File: config.mk
export PLATFORM = sky130hd
export DESIGN_NAME = bird_physics_flat
export DESIGN_NICKNAME = d
export VERILOG_FILES = /design/src/rtl/bird_physics_if.sv /design/src/rtl/bird_physics.sv /design/src/flat_wrapper.sv
export SDC_FILE = /design/constraint.sdc
export NUM_CORES = 1
export LEC_CHECK = 0
export BUFFER_PORTS_ARGS = -buffer_cell sky130_fd_sc_hd__buf_4
export CELL_PAD_IN_SITES_DETAIL_PLACEMENT = 1
export CELL_PAD_IN_SITES_GLOBAL_PLACEMENT = 2
export CORE_ASPECT_RATIO = 1.75
export CORE_MARGIN = 2
export CORE_UTILIZATION = 29
export CTS_CLUSTER_SIZE = 14
export DETAILED_ROUTE_END_ITERATION = 7
export GPL_TIMING_DRIVEN = 0
export PLACE_DENSITY = 0.78
export SLEW_MARGIN = 20
export SYNTH_ARGS = -nofsm -noshare
export SYNTH_HDL_FRONTEND = slang
export SYNTH_SLANG_ARGS = --single-unit
File: constraint.sdc
create_clock -name clk -period 5.33 [get_ports clk]
set_input_delay 0.2665 -clock clk [delete_from_list [all_inputs] [get_ports clk]]
set_output_delay 0.2665 -clock clk [all_outputs]
set_load 0.01 [all_outputs]
File: src/rtl/bird_physics_if.sv
// Player-sprite physics bus: per-frame controls into the physics engine and
// sprite position/game-state back out to the death detector and renderer.
interface bird_physics_if;
    logic        frame_tick;
    logic        start;
    logic        flap_btn;
    logic        is_dead;
    logic [8:0]  height;
    logic [5:0]  velocity;
    logic        in_game;
    logic        game_over;
    logic [15:0] frames_alive;

    modport master (
        output frame_tick, start, flap_btn, is_dead,
        input  height, velocity, in_game, game_over, frames_alive
    );

    modport slave (
        input  frame_tick, start, flap_btn, is_dead,
        output height, velocity, in_game, game_over, frames_alive
    );
endinterface

File: src/rtl/bird_physics.sv
// Per-frame vertical motion engine for the player sprite: integrates gravity and
// flap impulses into the sprite height and owns the IDLE/PLAY/OVER game state.
module bird_physics #(
    parameter int unsigned START_Y      = 240,
    parameter int unsigned GRAVITY      = 1,
    parameter int unsigned FLAP_IMPULSE = 8,
    parameter int unsigned MAX_FALL     = 10,
    parameter int unsigned Y_FLOOR      = 470
) (
    input  logic          clk,
    input  logic          reset,
    bird_physics_if.slave bus
);
    typedef enum logic [1:0] {ST_IDLE, ST_PLAY, ST_OVER} state_t;

    localparam logic [8:0]         START_H  = 9'(START_Y);
    localparam logic signed [6:0]  GRAV_S   = 7'(GRAVITY);
    localparam logic signed [6:0]  FLAP_S   = 7'(FLAP_IMPULSE);
    localparam logic signed [6:0]  MAXF_S   = 7'(MAX_FALL);
    localparam logic signed [10:0] FLOOR_S  = 11'(Y_FLOOR);

    state_t      state_q, state_d;
    logic [8:0]  height_q, height_d;
    logic [5:0]  velocity_q, velocity_d;
    logic [15:0] frames_alive_q, frames_alive_d;
    logic        in_game_q, in_game_d;
    logic        game_over_q, game_over_d;
    logic        flap_pending_q, flap_pending_d;
    logic        flap_prev_q, flap_prev_d;

    logic               flap_rise;
    logic               flap;
    logic signed [6:0]  vel_ext;
    logic signed [6:0]  vel_grav;
    logic signed [6:0]  vel_n;
    logic signed [10:0] h_sum;
    logic [8:0]         h_n;

    // Velocity/height integration is computed every cycle and only committed on a tick
    always_comb begin
        flap_rise = bus.flap_btn & ~flap_prev_q;
        flap      = flap_rise | flap_pending_q;
        vel_ext   = {velocity_q[5], velocity_q};
        vel_grav  = vel_ext + GRAV_S;
        if (flap) begin
            vel_n = -FLAP_S;
        end else if (vel_grav > MAXF_S) begin
            vel_n = MAXF_S;
        end else begin
            vel_n = vel_grav;
        end
        h_sum = $signed({2'b00, height_q}) + {{4{vel_n[6]}}, vel_n};
        if (h_sum < 11'sd0) begin
            h_n = 9'd0;
        end else if (h_sum > FLOOR_S) begin
            h_n = FLOOR_S[8:0];
        end else begin
            h_n = h_sum[8:0];
        end
    end

    always_comb begin
        state_d        = state_q;
        height_d       = height_q;
        velocity_d     = velocity_q;
        frames_alive_d = frames_alive_q;
        flap_pending_d = flap_pending_q;
        flap_prev_d    = bus.flap_btn;

        case (state_q)
            ST_IDLE: begin
                height_d       = START_H;
                velocity_d     = 6'd0;
                frames_alive_d = 16'd0;
                if (bus.start) begin
                    state_d = ST_PLAY;
                end
            end
            ST_PLAY: begin
                if (bus.frame_tick) begin
                    height_d       = h_n;
                    velocity_d     = vel_n[5:0];
                    flap_pending_d = 1'b0;
                    if (frames_alive_q != 16'hFFFF) begin
                        frames_alive_d = frames_alive_q + 16'd1;
                    end
                end else begin
                    flap_pending_d = flap_pending_q | flap_rise;
                end
                if (bus.is_dead) begin
                    state_d = ST_OVER;
                end
            end
            ST_OVER: begin
                // Reload on the way out so IDLE never shows the frozen OVER values
                if (bus.start) begin
                    state_d        = ST_IDLE;
                    height_d       = START_H;
                    velocity_d     = 6'd0;
                    frames_alive_d = 16'd0;
                end
            end
            default: begin
                state_d = ST_IDLE;
            end
        endcase

        if (state_d != ST_PLAY) begin
            flap_pending_d = 1'b0;
        end
        in_game_d   = (state_d == ST_PLAY);
        game_over_d = (state_d == ST_OVER);
    end

    always_ff @(posedge clk) begin
        if (!reset) begin
            state_q        <= ST_IDLE;
            height_q       <= START_H;
            velocity_q     <= 6'd0;
            frames_alive_q <= 16'd0;
            in_game_q      <= 1'b0;
            game_over_q    <= 1'b0;
            flap_pending_q <= 1'b0;
            flap_prev_q    <= 1'b0;
        end else begin
            state_q        <= state_d;
            height_q       <= height_d;
            velocity_q     <= velocity_d;
            frames_alive_q <= frames_alive_d;
            in_game_q      <= in_game_d;
            game_over_q    <= game_over_d;
            flap_pending_q <= flap_pending_d;
            flap_prev_q    <= flap_prev_d;
        end
    end

    assign bus.height       = height_q;
    assign bus.velocity     = velocity_q;
    assign bus.in_game      = in_game_q;
    assign bus.game_over    = game_over_q;
    assign bus.frames_alive = frames_alive_q;
endmodule

File: src/flat_wrapper.sv
// flat-port wrapper written by rule: the top's interface ports become plain ports
module bird_physics_flat 
#(
    parameter int unsigned START_Y      = 240,
    parameter int unsigned GRAVITY      = 1,
    parameter int unsigned FLAP_IMPULSE = 8,
    parameter int unsigned MAX_FALL     = 10,
    parameter int unsigned Y_FLOOR      = 470
)
  (clk, reset, bus_frame_tick, bus_start, bus_flap_btn, bus_is_dead, bus_height, bus_velocity, bus_in_game, bus_game_over, bus_frames_alive);
  bird_physics_if bus_i ();
  input  logic clk;
  input  logic reset;
  input wire logic [$bits(bus_i.frame_tick)-1:0] bus_frame_tick;
  input wire logic [$bits(bus_i.start)-1:0] bus_start;
  input wire logic [$bits(bus_i.flap_btn)-1:0] bus_flap_btn;
  input wire logic [$bits(bus_i.is_dead)-1:0] bus_is_dead;
  output wire logic [$bits(bus_i.height)-1:0] bus_height;
  output wire logic [$bits(bus_i.velocity)-1:0] bus_velocity;
  output wire logic [$bits(bus_i.in_game)-1:0] bus_in_game;
  output wire logic [$bits(bus_i.game_over)-1:0] bus_game_over;
  output wire logic [$bits(bus_i.frames_alive)-1:0] bus_frames_alive;
  assign bus_i.frame_tick = bus_frame_tick;
  assign bus_i.start = bus_start;
  assign bus_i.flap_btn = bus_flap_btn;
  assign bus_i.is_dead = bus_is_dead;
  assign bus_height = bus_i.height;
  assign bus_velocity = bus_i.velocity;
  assign bus_in_game = bus_i.in_game;
  assign bus_game_over = bus_i.game_over;
  assign bus_frames_alive = bus_i.frames_alive;
  bird_physics #(.START_Y(START_Y), .GRAVITY(GRAVITY), .FLAP_IMPULSE(FLAP_IMPULSE), .MAX_FALL(MAX_FALL), .Y_FLOOR(Y_FLOOR)) u_core (.clk(clk), .reset(reset), .bus(bus_i));
endmodule
---- Yosys cells after proc, flatten, opt, wreduce, memory -nomap -nowiden ----
Cells that the tools add are included.
storage, ports and cells
  register bits ........................... 37
  input bits .............................. 6
cells by class
  $add $sub $neg .......................... 3
  order comparisons ....................... 3
  equality and inequality tests ........... 9
  multiplexer cells ....................... 19
  bitwise logic cells ..................... 4
  reductions and logical operators ........ 5
operator list
  kind                   number
  $mux 16                3
  $pmux 16 s3            1
  $mux 9                 4
  $pmux 9 s3             1
  $pmux 6 s3             1
  $add 16x1->16 const B  1
  $ne 16x16->1 const B   1
  $mux 7                 2
  $mux 6                 2
  $add 10x7->11          1
  $gt 11x10->1 const B   1
  $lt 11x1->1 const B    1
  $add 6x2->7 const B    1
  $gt 7x5->1 const B     1
  $mux 2                 3
  $pmux 2 s3             1
  $eq 2x1->1 const B     2
  $eq 2x2->1 const B     2
  $ne 2x1->1 const B     2
  $ne 2x2->1 const B     2
  $reduce_and 4->1       1
  $reduce_and 3->1       1
  $reduce_bool 3->1      1
  $logic_not 2->1        1
  5 further kinds        6

---- Longest topological paths before layout ----
Gate-level depths: netlist of the first run.
  word-level depth ........................ 10
  gate-level depth with buffers ........... 19
  depth with buffers taken out ............ 19

---- Worst setup path before layout of the first run ----
Ideal clock, no wire load.
  kind .................................... flip-flop to flip-flop
  start ................................... register u_core.velocity_q[0] (netlist: u_core.bus.velocity[0])
  end ..................................... register u_core.height_q[3] (netlist: u_core.bus.height[3])
  library setup time ...................... 117 ps
  data arrival time ....................... 3,695 ps
  path slack .............................. 1,518 ps
  cell stages (with the launch flop) ...... 19
  path buffers ............................ 0
  period minus slack after synthesis ...... 3,812 ps
  path through ............................ dfxtp_1 ha_1 xor2_1 o21ai_0 o22ai_1 a21oi_1 nand2_1 nor2_1 ha_1 inv_1 fa_1 inv_1 o21ai_0 a2111oi_2 o21a_1 nor2_1 xnor2_1 a2111o_1 a32o_1
between the ends
  longest elaborated chain between the ends .. 10
  elaborated cells on any way between the ends .. 11
  classes of those cells .................. add/sub (2); order compare (3); mux (6)
ends and longest elaborated chain
  what                      RTL line             text
  start: declaration        bird_physics.sv:24   logic [5:0] velocity_q, velocity_d;
  start signal: assignment  bird_physics.sv:128  velocity_q <= velocity_d;
  $add 6x2->7 (*)           bird_physics.sv:44   vel_grav = vel_ext + GRAV_S;
  $gt 7x5->1                bird_physics.sv:47   end else if (vel_grav > MAXF_S) begin
  $mux 7 (*)                bird_physics.sv:47
  $mux 7 (*)                bird_physics.sv:45   if (flap) begin
  $add 10x7->11 (*)         bird_physics.sv:52   h_sum = $signed({2'b00, height_q}) + {{4{vel_n[6]}}, vel_n};
  $gt 11x10->1              bird_physics.sv:55   end else if (h_sum > FLOOR_S) begin
  $mux 9                    bird_physics.sv:55
  $mux 9 (*)                bird_physics.sv:53   if (h_sum < 11'sd0) begin
  $mux 9 (*)                bird_physics.sv:80   if (bus.frame_tick) begin
  $pmux 9 s3 (*)            bird_physics.sv:70   case (state_q)
  end signal: assignment    bird_physics.sv:127  height_q <= height_d;
  end: declaration          bird_physics.sv:23   logic [8:0] height_q, height_d;
Every way passes the cells marked *; elsewhere a longest branch is shown, timed or not. The select of a mux whose other input is x is not followed.
A chain may end at the register's enable or synchronous reset.

---- Final worst setup path of the first run ----
  start ................................... register u_core.velocity_q[0] (netlist: u_core.bus.velocity[0])
  end ..................................... register u_core.height_q[0] (netlist: u_core.bus.height[0])
The elaborated chain is that of the path after synthesis.

==> metrics.txt, run 1 <==
status=complete, no violations; PD cells=269 mW/mm^2; Setup Viol. Count Final=0; CTS root buf=clkbuf_16; Synth Area in Compound Gates=21.4%; gr usage total=17.3%; synth unique cells=57; HPWL Detailed=5.72 mm; DRC violations left=0; multiplexer share of the synthesized area=0.431%; most numerous cell in the Yosys netlist=nor2_1; Worst Skew=0.00566 ns; num ports=39; Hold WC Path Type=in2reg; Sw Share=27.9%; Post-synth top cells=nor2_1, dfxtp_1, nand2_1; Seq pwr share=37.5%; remaining global-route overflow=0; Max-Slew Margin vs Limit=41.0%; slowest stage delay, CP=0.73 ns; minimum clock period=4.63 ns; CP max-delay cell=o311ai_1; crit-path cells=ha_1, xor2_1, o21ai_0, o22ai_1, a21oi_1, a21boi_0, ha_1, a21oi_1, nor2_1, o221ai_1, o311ai_0, o21a_1, o311ai_1, and3_1, a32o_1; Avg WL per Cell=16.9 um; first-pass GRT wire length=11.8 mm; sequential cell area fraction in the yosys report=31.9%; die width=71.6 um; die height=122 um; CTS Buf Count=5; Cell Rows=43; ant diodes=0; htree depth=2; Post-synth EDFFs=0; CTS tree=built; Synth Instances=283; Comb pwr share=17.9%; Slew Limit Fails=0; Resize count post-CTS=0; Max Root-Sink Buffers=2; RSZ-0062 raised after global routing=false; Multi-input gate area=0.00149 mm^2; final worst-path cycle share=86.8%; hold buffers post-CTS=0; Crit. End Element=flop; Pint=0.559 mW; Final GP Congestion=0.756; PnR Total Power=0.775 mW; Routed WL=7.10 mm; Syn Nets=303; Least-Margin Pin Slew=0.871 ns; XOR/XNOR Fraction of Synth Area=9.43%; max-cap violation count=0; Initial Utilization=29.5%; largest net degree at the start of global routing=14; Port Buf Inserts=38; post-CTS setup buffer count=0; Worst-path clk slew=0.06 ns; Synth Flop Type=dfxtp_1; Fillers=965; initial antenna violation count=0; vias in the first global route=2338; worst vdd ir=0.120 mV; TNS Setup=0 ns; FF+latch area=741 um^2; CP arrival=4.86 ns; top-area cell type share of the netlist area=31.9%; Synth Area in Adders=8.30%; Via density=5.42; fmax=0.216 GHz; Simple-Gate Fraction of Synth Area=24.6%; largest family of logic cells by synthesized area=simple AND/OR/NAND/NOR gates; Final #Nets=348; clock sink total=37; layout cells sized above 1=16.7%; Avg Synthesized Cell Area=8.20 um^2; Clk pwr share=44.6%; Crit Path Max Fanout=9; Critical Path RT=5.57 ns; cell area after synthesis=0.00232 mm^2; worst skew pair latency=0.29 ns; vias=2270; core area=0.00786 mm^2; ranking of synthesized cells by area=dfxtp_1, ha_1, nor2_1; synth warn=0; Post-synth ARST share=0%; ANT nets after route=0; final hold violations=0; critical path type=reg2reg; area leader, netlist=dfxtp_1; P&R area growth vs syn=24.4%; die area=0.00876 mm^2; First-pass DRT Iterations=4; count of state elements after synthesis=37; First DRT Iteration DRCs=85; sw power=0.216 mW; Min Hold Slack=0.194 ns; Leak=1.13 nW; CP Launch Type=flop
[cells in the final DEF (no fill, tap or decap), types with 2 or more instances in the layout]
| cell type | n |
|---|---|
| a2111oi_0 | 5 |
| a211oi_1 | 4 |
| a21boi_0 | 2 |
| a21o_1 | 2 |
| a21oi_1 | 10 |
| a22oi_1 | 5 |
| a31oi_1 | 4 |
| a32o_1 | 3 |
| and2_1 | 5 |
| and4_1 | 4 |
| buf_4 | 40 |
| clkbuf_1 | 7 |
| clkbuf_16 | 5 |
| dfxtp_1 | 37 |
| ha_1 | 13 |
| inv_1 | 13 |
| nand2_1 | 23 |
| nand2b_1 | 2 |
| nand3_1 | 10 |
| nand4_1 | 6 |
| nor2_1 | 40 |
| nor2b_1 | 5 |
| nor3b_1 | 4 |
| nor4_1 | 2 |
| o2111ai_1 | 2 |
| o21a_1 | 3 |
| o21ai_0 | 15 |
| o22ai_1 | 2 |
| or3_1 | 2 |
| xnor2_1 | 10 |
| xor2_1 | 15 |
[stage by stage]
stage	utilization [%]	cell area [um^2]	instances	worst slack [ns]
after global placement	34.6	2720	411	0.820
after global routing	36.7	2890	419	0.240
after CTS	36.7	2890	419	0.738
after floorplan	-	2320	283	1.52
final	36.7	2890	419	0.702
after detailed placement	34.6	2720	411	0.773
[critical path: cells and delay by family (launching register included)]
| family | cells | cell delay [ns] |
|---|---|---|
| AOI/OAI and AO/OA | 10 | 2.78 |
| and+or+nand+nor | 2 | 0.38 |
| adders and majority gates | 2 | 0.64 |
| DFF | 1 | 0.52 |
| xor gates and xnor gates | 1 | 0.26 |
[cell type report]
type                       count  share of cell area, %
sequential                    37                   25.7
inverter                      13                   1.69
multi-input combinational    224                   51.6
clock buffer                   6                   4.46
tap                           90                   3.90
timing repair buffer          38                   9.88
buffer                         9                   1.47
clock inverter                 2                   1.34
[flip-flops by register name (all words and copies together) (netlist names)]
name                     cells
u_core.bus.height            9
u_core.flap_pending_q        1
u_core.bus.frames_alive     16
u_core.bus.velocity          6
u_core.flap_prev_q           1
u_core.bus.in_game           1
u_core.bus.game_over         1
u_core.state_q               2
[final timing paths]
kind                                              to  slack, ns  depth (start not counted)                                    start
max                u_core.bus.height[0]$_SDFFE_PN0P_       0.70                         15      u_core.bus.velocity[0]$_SDFFE_PN0P_
min reg2reg  u_core.bus.frames_alive[1]$_SDFFE_PN0P_       0.52                          2  u_core.bus.frames_alive[1]$_SDFFE_PN0P_
max reg2reg        u_core.bus.height[0]$_SDFFE_PN0P_       0.70                         15      u_core.bus.velocity[0]$_SDFFE_PN0P_
min                    u_core.flap_prev_q$_SDFF_PN0_       0.19                          2                             bus_flap_btn
[per-layer routing]
metal  vias up  GRT usage [%]  wire length (um)
met4         0           4.83               125
met2        40           36.0              4170
met3        10           2.96               191
met1      1111           16.6              2610
met5         -              0                 0
li1       1109              -                 -
[power groups by stage]
stage	logic [mW]	clock network (mW)	registers, mW
floorplan	0.0931	0	0.298
global placement	0.138	0	0.297
detailed placement	0.140	0	0.297
CTS	0.141	0.354	0.291
global route	0.155	0.364	0.292
finish	0.139	0.346	0.291
[logic make-up after synthesis]
logic type               Yosys count
flip-flops                        37
AND/OR/NAND/NOR                  113
multiplexers                       1
AO/OA/AOI/OAI                     70
buffers and inverters             22
XOR/XNOR                          25
adder cells (fa/ha/maj)           15
Power figures use the tool's default switching activity.
==> run 2: changes to the inputs <==
BUFFER_PORTS_ARGS = -buffer_cell sky130_fd_sc_hd__buf_2   (was -buffer_cell sky130_fd_sc_hd__buf_4)
==> run 2 against run 1 <==
Global-route usage is 0.17 points lower. Clock power up 2%. Cell area down 3.0%. Via count decreased by 1.0%. Register-to-register slack is essentially flat. Non-clock buffer count stayed put. Die area unchanged. Worst setup slack worse by 0.0058 ns. Clock skew decreased by 0.00073 ns. Wire length fell by 2.5%. Power is 0.51% higher. Largest cell class unchanged. Largest power group unchanged.
==> metrics.txt, run 2 (same netlist as run 1, synthesis figures left out) <==
status=complete, no violations (unchanged); Via density=5.36 (was 5.42); Critical Path RT=5.56 ns (was 5.57 ns); Least-Margin Pin Slew=0.917 ns (was 0.871 ns); Worst-path clk slew=0.06 ns (about the same); family with the most delay on the worst path=compound AO/OA/AOI/OAI gates (unchanged); ANT nets after route=0 (unchanged); max-cap violation count=0 (unchanged); post-CTS setup buffer count=0 (unchanged); DR top layer=met4 (unchanged); die width=71.6 um (unchanged); Fillers=956 (was 965); reg2reg setup slack=0.70 ns (about the same); First DRT Iteration DRCs=59 (was 85); final worst-path cycle share=86.9% (was 86.8%); Hold WC Path Type=in2reg (unchanged); TNS Setup=0 ns (unchanged); crit-path cells=ha_1, xor2_1, o21ai_0, o22ai_1, a21oi_1, a21boi_0, ha_1, a21oi_1, nor2_1, o221ai_1, o311ai_0, o21a_1, o311ai_1, and3_1, a32o_1 (unchanged); Initial Utilization=29.5% (unchanged); slowest stage delay, CP=0.76 ns (was 0.73 ns); Final #Nets=348 (unchanged); Resize count post-CTS=0 (unchanged); CTS root buf=clkbuf_16 (unchanged); clock sink total=37 (unchanged); WL met2=3.99 mm (was 4.17 mm); final hold violations=0 (unchanged); RSZ-0062 raised after global routing=false (unchanged); Max Root-Sink Buffers=2 (unchanged); Max-Slew Margin vs Limit=37.9% (was 41.0%); Routed WL=6.92 mm (was 7.10 mm); core area=0.00786 mm^2 (unchanged); layout cells sized above 1=17.0% (was 16.7%); Final GP Congestion=0.770 (was 0.756); Worst Skew=0.00493 ns (was 0.00566 ns); max reg flops=16 (unchanged); Final Non-Filler Cells=419 (unchanged); Crit. End Element=flop (unchanged); First-pass DRT Iterations=4 (unchanged); worst vdd ir=0.120 mV (about the same); placed instance count=411 (unchanged); remaining global-route overflow=0 (unchanged); Cell Rows=43 (unchanged); CP arrival=4.87 ns (was 4.86 ns); die area=0.00876 mm^2 (unchanged); worst skew pair latency=0.29 ns (about the same); CP max-delay cell=o311ai_1 (unchanged); vias in the first global route=2441 (was 2338); PD cells=278 mW/mm^2 (was 269 mW/mm^2); DRC violations left=0 (unchanged); commonest non-fill, non-tap cells in the layout=nor2_1, buf_2, dfxtp_1, nand2_1 (was buf_4, nor2_1, dfxtp_1, nand2_1); hold buffers post-CTS=0 (unchanged); num ports=39 (unchanged); CTS tree=built (unchanged); largest net degree at the start of global routing=14 (unchanged); minimum clock period=4.63 ns (about the same); initial antenna violation count=0 (unchanged); Avg WL per Cell=16.5 um (was 16.9 um); vias=2247 (was 2270); CP Launch Type=flop (unchanged); CTS Buf Count=5 (unchanged); Setup Viol. Count Final=0 (unchanged); commonest non-fill, non-tap cell in the layout=nor2_1; Min Hold Slack=0.197 ns (was 0.194 ns); fin util=35.6% (was 36.7%); CP Buf/Inv Count=0 (unchanged); gr usage total=17.2% (was 17.3%); Leak=1.12 nW (was 1.13 nW); Crit Path Max Fanout=9 (unchanged); HPWL Detailed=5.70 mm (was 5.72 mm); die height=122 um (unchanged); critical path type=reg2reg (unchanged); fmax=0.216 GHz (about the same); first-pass GRT wire length=11.8 mm (about the same); Post-Route M1 WL=2.53 mm (was 2.61 mm); met3 wire len=181 um (was 191 um); htree depth=2 (unchanged); Port Buf Inserts=38 (unchanged); ant diodes=0 (unchanged); P&R area growth vs syn=20.6% (was 24.4%); Slew Limit Fails=0 (unchanged)
## run 2: cell count changes in the layout (fill, tap and decap cells not counted)
cell / previous run / this run
buf_2: 1 / 39
clkinvlp_4: 0 / 1
buf_4: 40 / 2
clkbuf_1: 7 / 6
clkbuf_8: 0 / 1
clkinv_4: 1 / 0
## run 2: path summary, 6_finish.rpt
check                                 startpoint                                 to  cells after the start
max reg2reg  u_core.bus.velocity[0]$_SDFFE_PN0P_  u_core.bus.height[3]$_SDFFE_PN0P_                     15
min                                 bus_flap_btn      u_core.flap_prev_q$_SDFF_PN0_                      2
max          u_core.bus.velocity[0]$_SDFFE_PN0P_  u_core.bus.height[3]$_SDFFE_PN0P_                     15
min reg2reg    u_core.bus.height[0]$_SDFFE_PN0P_  u_core.bus.height[0]$_SDFFE_PN0P_                      1
## run 2: report_power, final
part	internal [mW]	leakage, nW	switching [mW]
clock	0.233	0.0831	0.121
sequential	0.284	0.300	0.00720
combinational	0.0501	0.740	0.0844
total	0.567	1.12	0.212
## run 2: worst reg2reg max path, delay by kind of cell (launching register included)
family                   cells  cell delay, ns
flip-flops                   1            0.51
adder cells (fa/ha/maj)      2            0.64
XOR/XNOR                     1            0.23
AND/OR/NAND/NOR              2            0.40
AO/OA/AOI/OAI               10            2.80
## run 2: stage by stage
step           area [um^2]  power, mW  setup WS [ns]
2_1_floorplan         2320      0.391           1.52
3_3_place_gp          2620      0.431          0.836
3_5_place_dp          2620      0.433          0.729
4_1_cts               2800      0.791          0.705
5_1_grt               2800      0.818          0.385
6_report              2800      0.779          0.696
## run 2: area by class of cell
| type | count | area (um^2) | area share (%) |
|---|---|---|---|
| multi-input cells | 224 | 1490 | 53.2 |
| flip-flops and latches | 37 | 741 | 26.5 |
| repair buffers | 38 | 190 | 6.79 |
| clock buffers | 6 | 139 | 4.96 |
| well taps | 90 | 113 | 4.02 |
| inverters | 13 | 48.8 | 1.74 |
| plain buffers | 9 | 42.5 | 1.52 |
| clock inverters | 2 | 37.5 | 1.34 |
## run 2: layer usage
metal  vias up  global-route usage (%)
li1       1111                       -
met1      1082                    16.1
met2        39                    34.9
met3        15                    2.71
met4         0                    7.55
met5         -                       0
